$ cat config.mk
export PLATFORM = sky130hd
export DESIGN_NAME = qr_input_sequencer
export DESIGN_NICKNAME = d
export VERILOG_FILES = /design/src/rtl/qr_input_sequencer.sv
export SDC_FILE = /design/constraint.sdc
export NUM_CORES = 1
export LEC_CHECK = 0
export CAP_MARGIN = 20
export CORE_MARGIN = 1.5
export CORE_UTILIZATION = 42
export CTS_BUF_LIST = sky130_fd_sc_hd__clkbuf_4 sky130_fd_sc_hd__clkbuf_8
export CTS_CLUSTER_DIAMETER = 40
export CTS_CLUSTER_SIZE = 25
export DETAILED_ROUTE_END_ITERATION = 6
export PLACE_DENSITY = 0.78
export SYNTH_ARGS = -nofsm -noshare
export SYNTH_HDL_FRONTEND = slang
export SYNTH_SLANG_ARGS = --single-unit
$ cat constraint.sdc
create_clock -name i_clk -period 3.4 [get_ports i_clk]
set_clock_uncertainty 0.15 [all_clocks]
set_input_delay 1.02 -clock i_clk [delete_from_list [all_inputs] [get_ports i_clk]]
set_output_delay 1.02 -clock i_clk [all_outputs]
set_load 0.02 [all_outputs]
$ cat src/rtl/qr_input_sequencer.sv
// qr_input_sequencer: streams H/y words from pattern memory into QR_Engine in groups,
// stalling between groups until the engine signals group completion.
module qr_input_sequencer #(
    parameter int WORDS_PER_GROUP = 200,
    parameter int NUM_GROUPS      = 100,
    parameter int ADDR_W          = 15
) (
    input  logic              i_clk,
    input  logic              i_rst,
    input  logic              i_start,
    output logic              o_mem_en,
    output logic [ADDR_W-1:0] o_mem_addr,
    input  logic [47:0]       i_mem_data,
    output logic              o_trig,
    output logic [47:0]       o_data,
    input  logic              i_last_data,
    output logic              o_busy,
    output logic              o_done
);
    localparam int WW = $clog2(WORDS_PER_GROUP + 1);
    localparam int GW = $clog2(NUM_GROUPS + 1);

    typedef enum logic [1:0] {IDLE, STREAM, WAIT} state_t;

    state_t            state_q, state_d;
    logic [ADDR_W-1:0] addr_q, addr_d;
    logic [WW-1:0]     word_q, word_d;
    logic [GW-1:0]     grp_q, grp_d;
    logic              seen_q, seen_d;
    logic              v1_q, v1_d;
    logic              trig_q, trig_d;
    logic              done_q, done_d;
    logic [47:0]       data_q, data_d;

    assign o_mem_en   = state_q == STREAM;
    assign o_mem_addr = addr_q;
    assign o_trig     = trig_q;
    assign o_data     = data_q;
    assign o_busy     = state_q != IDLE;
    assign o_done     = done_q;

    always_comb begin
        state_d = state_q;
        addr_d  = addr_q;
        word_d  = word_q;
        grp_d   = grp_q;
        seen_d  = seen_q;
        done_d  = 1'b0;
        v1_d    = o_mem_en;
        trig_d  = v1_q;
        data_d  = v1_q ? i_mem_data : data_q;
        case (state_q)
            IDLE: begin
                if (i_start) begin
                    state_d = STREAM;
                    addr_d  = '0;
                    word_d  = '0;
                    grp_d   = '0;
                    seen_d  = 1'b0;
                end
            end
            STREAM: begin
                addr_d = addr_q + ADDR_W'(1);
                word_d = word_q + WW'(1);
                if (word_q == WW'(WORDS_PER_GROUP - 1)) begin
                    word_d  = '0;
                    state_d = WAIT;
                end
            end
            WAIT: begin
                seen_d = seen_q | i_last_data;
                // Leave once no fetched word remains in stage 1; the final word's stage-2
                // slot drains while the next group's first fetch is still two cycles away.
                if (seen_d && !v1_q) begin
                    seen_d = 1'b0;
                    if (grp_q == GW'(NUM_GROUPS - 1)) begin
                        state_d = IDLE;
                        done_d  = 1'b1;
                    end else begin
                        grp_d   = grp_q + GW'(1);
                        state_d = STREAM;
                    end
                end
            end
            default: state_d = IDLE;
        endcase
    end

    always_ff @(posedge i_clk or posedge i_rst) begin
        if (i_rst) begin
            state_q <= IDLE;
            addr_q  <= '0;
            word_q  <= '0;
            grp_q   <= '0;
            seen_q  <= 1'b0;
            v1_q    <= 1'b0;
            trig_q  <= 1'b0;
            done_q  <= 1'b0;
            data_q  <= '0;
        end else begin
            state_q <= state_d;
            addr_q  <= addr_d;
            word_q  <= word_d;
            grp_q   <= grp_d;
            seen_q  <= seen_d;
            v1_q    <= v1_d;
            trig_q  <= trig_d;
            done_q  <= done_d;
            data_q  <= data_d;
        end
    end
endmodule
; Word level (Yosys, flattened, before mapping)
; Index checks and enable logic that the tools add are counted.
[totals]
reg_bits = 84
output_inout_bits = 67
elab_cells = 51
[op_classes]
add_sub_neg = 3
eq_ne = 8
mux = 20
bitwise = 1
n_reduce_logical = 10
[op_table]
columns = op, n
row1 = $pmux 15 s2, 1
row2 = $mux 7, 3
row3 = $mux 8, 2
row4 = $pmux 8 s2, 1
row5 = $add 15x1->15 const B, 1
row6 = $mux 15, 1
row7 = $pmux 7 s2, 1
row8 = $add 8x1->8 const B, 1
row9 = $eq 8x8->1 const B, 1
row10 = $add 7x1->7 const B, 1
row11 = $eq 7x7->1 const B, 1
row12 = $mux 1, 6
row13 = $mux 2, 3
row14 = $ne 2x2->1 const B, 3
row15 = $pmux 2 s3, 1
row16 = $reduce_bool 2->1, 3
row17 = $reduce_and 2->1, 2
row18 = $reduce_and 4->1, 1
row19 = $reduce_and 3->1, 1
row20 = $eq 2x1->1 const B, 1
row21 = $eq 2x2->1 const B, 1
row22 = $logic_not 2->1, 1
row23 = $ne 2x1->1 const B, 1
row24 = $pmux 1 s2, 1
row25 = 3 further kinds, 3

; Longest topological paths before layout
[logic_depth]
word_depth = 4
mapped_depth = 6
ltp_nobuf = 5

; Least setup slack after synthesis
; Ideal clock, no wire load.
[synth_timing]
path_type = input-to-reg
startpoint = input i_last_data
endpoint = register grp_q[4]
setup_time_ns = 0.133
arrival_time_ns = 1.866
t_required_ns = 3.117
path_slack_ns = 1.251
cell_stages = 5
n_path_buf = 1
path_cell_list = o21bai_1 a211oi_2 nand2b_1 buf_2 a31oi_1
[synth_via]
elab_chain_cells = 4
[synth_lines]
columns = element, line
row1 = from (decl), 16  ; input logic i_last_data,
row2 = $or 1x1->1, 71  ; seen_d = seen_q | i_last_data;
row3 = $logic_and 1x1->1, 74  ; if (seen_d && !v1_q) begin
row4 = $ne 2x2->1 (no source line), --
row5 = $reduce_and 4->1 (no source line), --
row6 = to (signal assigned), 104  ; grp_q <= grp_d;
row7 = to (decl), 28  ; logic [GW-1:0] grp_q, grp_d;
; No other way between the ends.
; A chain may end at the register's enable or synchronous reset.

; Worst setup path after layout
[layout_timing]
startpoint = register state_q[1]
endpoint = output o_mem_en
[layout_via]
elab_chain_cells = 1
[layout_lines]
columns = element, line
row1 = from (decl), 25  ; state_t state_q, state_d;
row2 = from (signal assigned), 101  ; state_q <= state_d;
row3 = $eq 2x1->1, 35  ; assign o_mem_en = state_q == STREAM;
row4 = to (decl), 11  ; output logic o_mem_en,
; No other way between the ends.

==> results.yml <==
outcome:
  status: "complete, no violations"
floorplanning:
  start_util_pct: 43.1
  io_pins: 119
  die_area_mm2: 0.00891
  coreArea_mm2: 0.00813
  fp.dieW_um: 94.4
  row_count: 33
  die-height_um: 94.4
yosys:
  synth.net_count: 336
  synth_area_leaders: "dfrtp_1 60%, mux2_2 15%, nand2_1 2.9%"
  ys.flop_type: "dfrtp_1"
  syn_area_per_cell_um2: 12.5
  yosysWarningCount: 0
  syn_inst: 281
  synth_largest_area_cell: "dfrtp_1"
  synthArstFlopShare_pct: 100
  synth-edff-count: 0
  netlist_area_mm2: 0.00351
  seq_area_frac_synth_pct: 59.9
  ys_types: 40
  ys_ff_latch: 84
  yosysTopAreaCellShare_pct: 59.9
global_route:
  grt_use_total_pct: 17.5
  grt_max_degree: 51
  grt_pass1_vias: 2590
  antenna_found_initial: 0
  gr-total-overflow: 0
  grt_pass1_wl_mm: 12.2
critical_path:
  worstPathRequired_ns: 2.23
  worst-path-max-fanout: 14
  rrSetupSlack_ns: 1.28
  cp.arrival_ns: 2.11
  start_kind: "flop"
  criticalPathCategory: "reg -> out"
  crit_path_end_kind: "output port"
timing:
  rsz0062_at_grt: "no"
  fmax_mhz: 305
  fin_tns_setup_ns: 0
  finalHoldViolCount: 0
  max_slew_margin_pct: 56.4
  min_period_ns: 3.28
  fin_crit_sh_pct: 96.4
  max_slew.worst_pin.slew_ns: 0.654
  timing.final.ws_setup_ns: 0.121
  slew_violations: 0
  setup_violations: 0
power:
  powerDensity_mw_per_mm2: 896
  p_total_uw: 4550
  leakage_uw: 0.00216
  vdd_drop_max_mv: 0.390
routing:
  vias_per_cell: 5.20
  dr.pass1.iters: 4
  route.vias.total: 2672
  drt-wirelength-per-cell_um: 15.3
  drc_errors: 0
  finalWirelength_mm: 7.85
  drt_iter0_drc: 159
  ant_nets: 0
clock_tree:
  ctsHoldBuffers: 0
  cts_resized: 0
  clock-sinks: 84
  cts_inserted_buffers: 9
  clock_latency_ns: 0.35
  htreeDepth: 3
  cts_tree: "built"
  root_buffer: "clkbuf_8"
  clkTransAtPathRegs_ns: 0.08
  clock_path_buffers: 2
  cts_setup_buffers: 0
placed_design:
  dpl.hpwl_mm: 5.50
  pre_cts_slack_ns: 0.494
  place_congestion: 0.862
  place_inst: 498
  portBuffers: 118
final_layout:
  diodes: 0
  regArea_mm2: 0.00210
  fillers: 652
  most-common-layout-cells: "118 x clkdlybuf4s50_1, 83 x dfrtp_1, 48 x mux2_2"
  multiInputGateArea_mm2: 0.00133
  fin_nets: 459
  syn_to_final_growth_pct: 44.8
  final_cell_count_no_fill: 514
  drive_gt1_share_pct: 19.1
  final_common_cell: "clkdlybuf4s50_1"
min_path:
  worstHoldPathType: "reg -> reg"
job:
  cap_violations: 0
## per-stage QoR
step	instance area [um2]	utilization, %	hold WS [ns]
2_1_floorplan	3510	-	0.270
5_1_grt	5080	62.5	0.368
4_1_cts	5080	62.5	0.345
6_report	5080	62.5	0.348
3_3_place_gp	4830	59.4	0.322
3_5_place_dp	4830	59.4	0.332
## layout make-up
cell class	count	area share (%)
inverter	8	0.616
multi-input combinational	178	26.2
tap	105	2.59
clock inverter	5	2.12
timing repair buffer	123	24.2
clock buffer	11	2.86
sequential	84	41.4
## Yosys cell counts (3+ instances only)
cell type / n
dfrtp_1: 84
mux2_2: 48
nand2_1: 27
o21ai_0: 17
nand3_1: 10
nand2b_1: 8
inv_1: 7
a31oi_1: 6
mux2i_1: 6
nor2_1: 6
a21oi_1: 5
and3_1: 5
nand4_1: 5
buf_1: 4
buf_2: 4
a41oi_1: 3
clkbuf_1: 3
ha_1: 3
nor3_1: 3
o21ai_1: 3
## logic make-up after synthesis
logic type,share of synthesized area (%)
adder cells (fa/ha/maj),1.07
AO/OA/AOI/OAI,8.02
AND/OR/NAND/NOR,11.2
buffers and inverters,2.17
multiplexers,17.1
XOR/XNOR,0.499
flip-flops,59.9
## metal layers
metal / track usage, % / routed length (um) / vias up
met2: 29.2 / 3810 / 98
met1: 21.8 / 3380 / 1308
met3: 3.70 / 484 / 19
li1: - / - / 1247
met4: 8.33 / 175 / 0
met5: 0 / 0 / -
## flip-flops by register name, summed over array words and instances, names as in the netlist
register	cells
seen_q	1
o_trig	1
state_q	2
o_done	1
word_q	8
trig_d	1
grp_q	7
o_mem_addr	15
o_data	48
## worst paths after layout
path / from / to / depth (start not counted)
setup / recovery: state_q[1]$_DFFE_PP0P_ / o_mem_en / 3
hold / removal: grp_q[6]$_DFFE_PP0P_ / grp_q[6]$_DFFE_PP0P_ / 1
hold reg to reg: grp_q[6]$_DFFE_PP0P_ / grp_q[6]$_DFFE_PP0P_ / 1
max in group asynchronous: i_rst / o_data[5]$_DFFE_PP0P_ / 3
setup reg to reg: o_mem_addr[0]$_DFFE_PP0P_ / o_mem_addr[12]$_DFFE_PP0P_ / 5
min in group asynchronous: i_rst / o_data[33]$_DFFE_PP0P_ / 2
## power by group
| group | switching, uW | internal (uW) | leakage [uW] |
|---|---|---|---|
| clock network | 358 | 521 | 0.000128 |
| registers | 257 | 1390 | 0.00105 |
| logic | 974 | 1050 | 0.000986 |
## critical path, cell delays in order, from the launching register on
cell and delay (ns):
dfrtp_1 0.53, nand2b_1 0.36, inv_2 0.24, clkdlybuf4s50_1 0.64
Power figures use the tool's default switching activity.
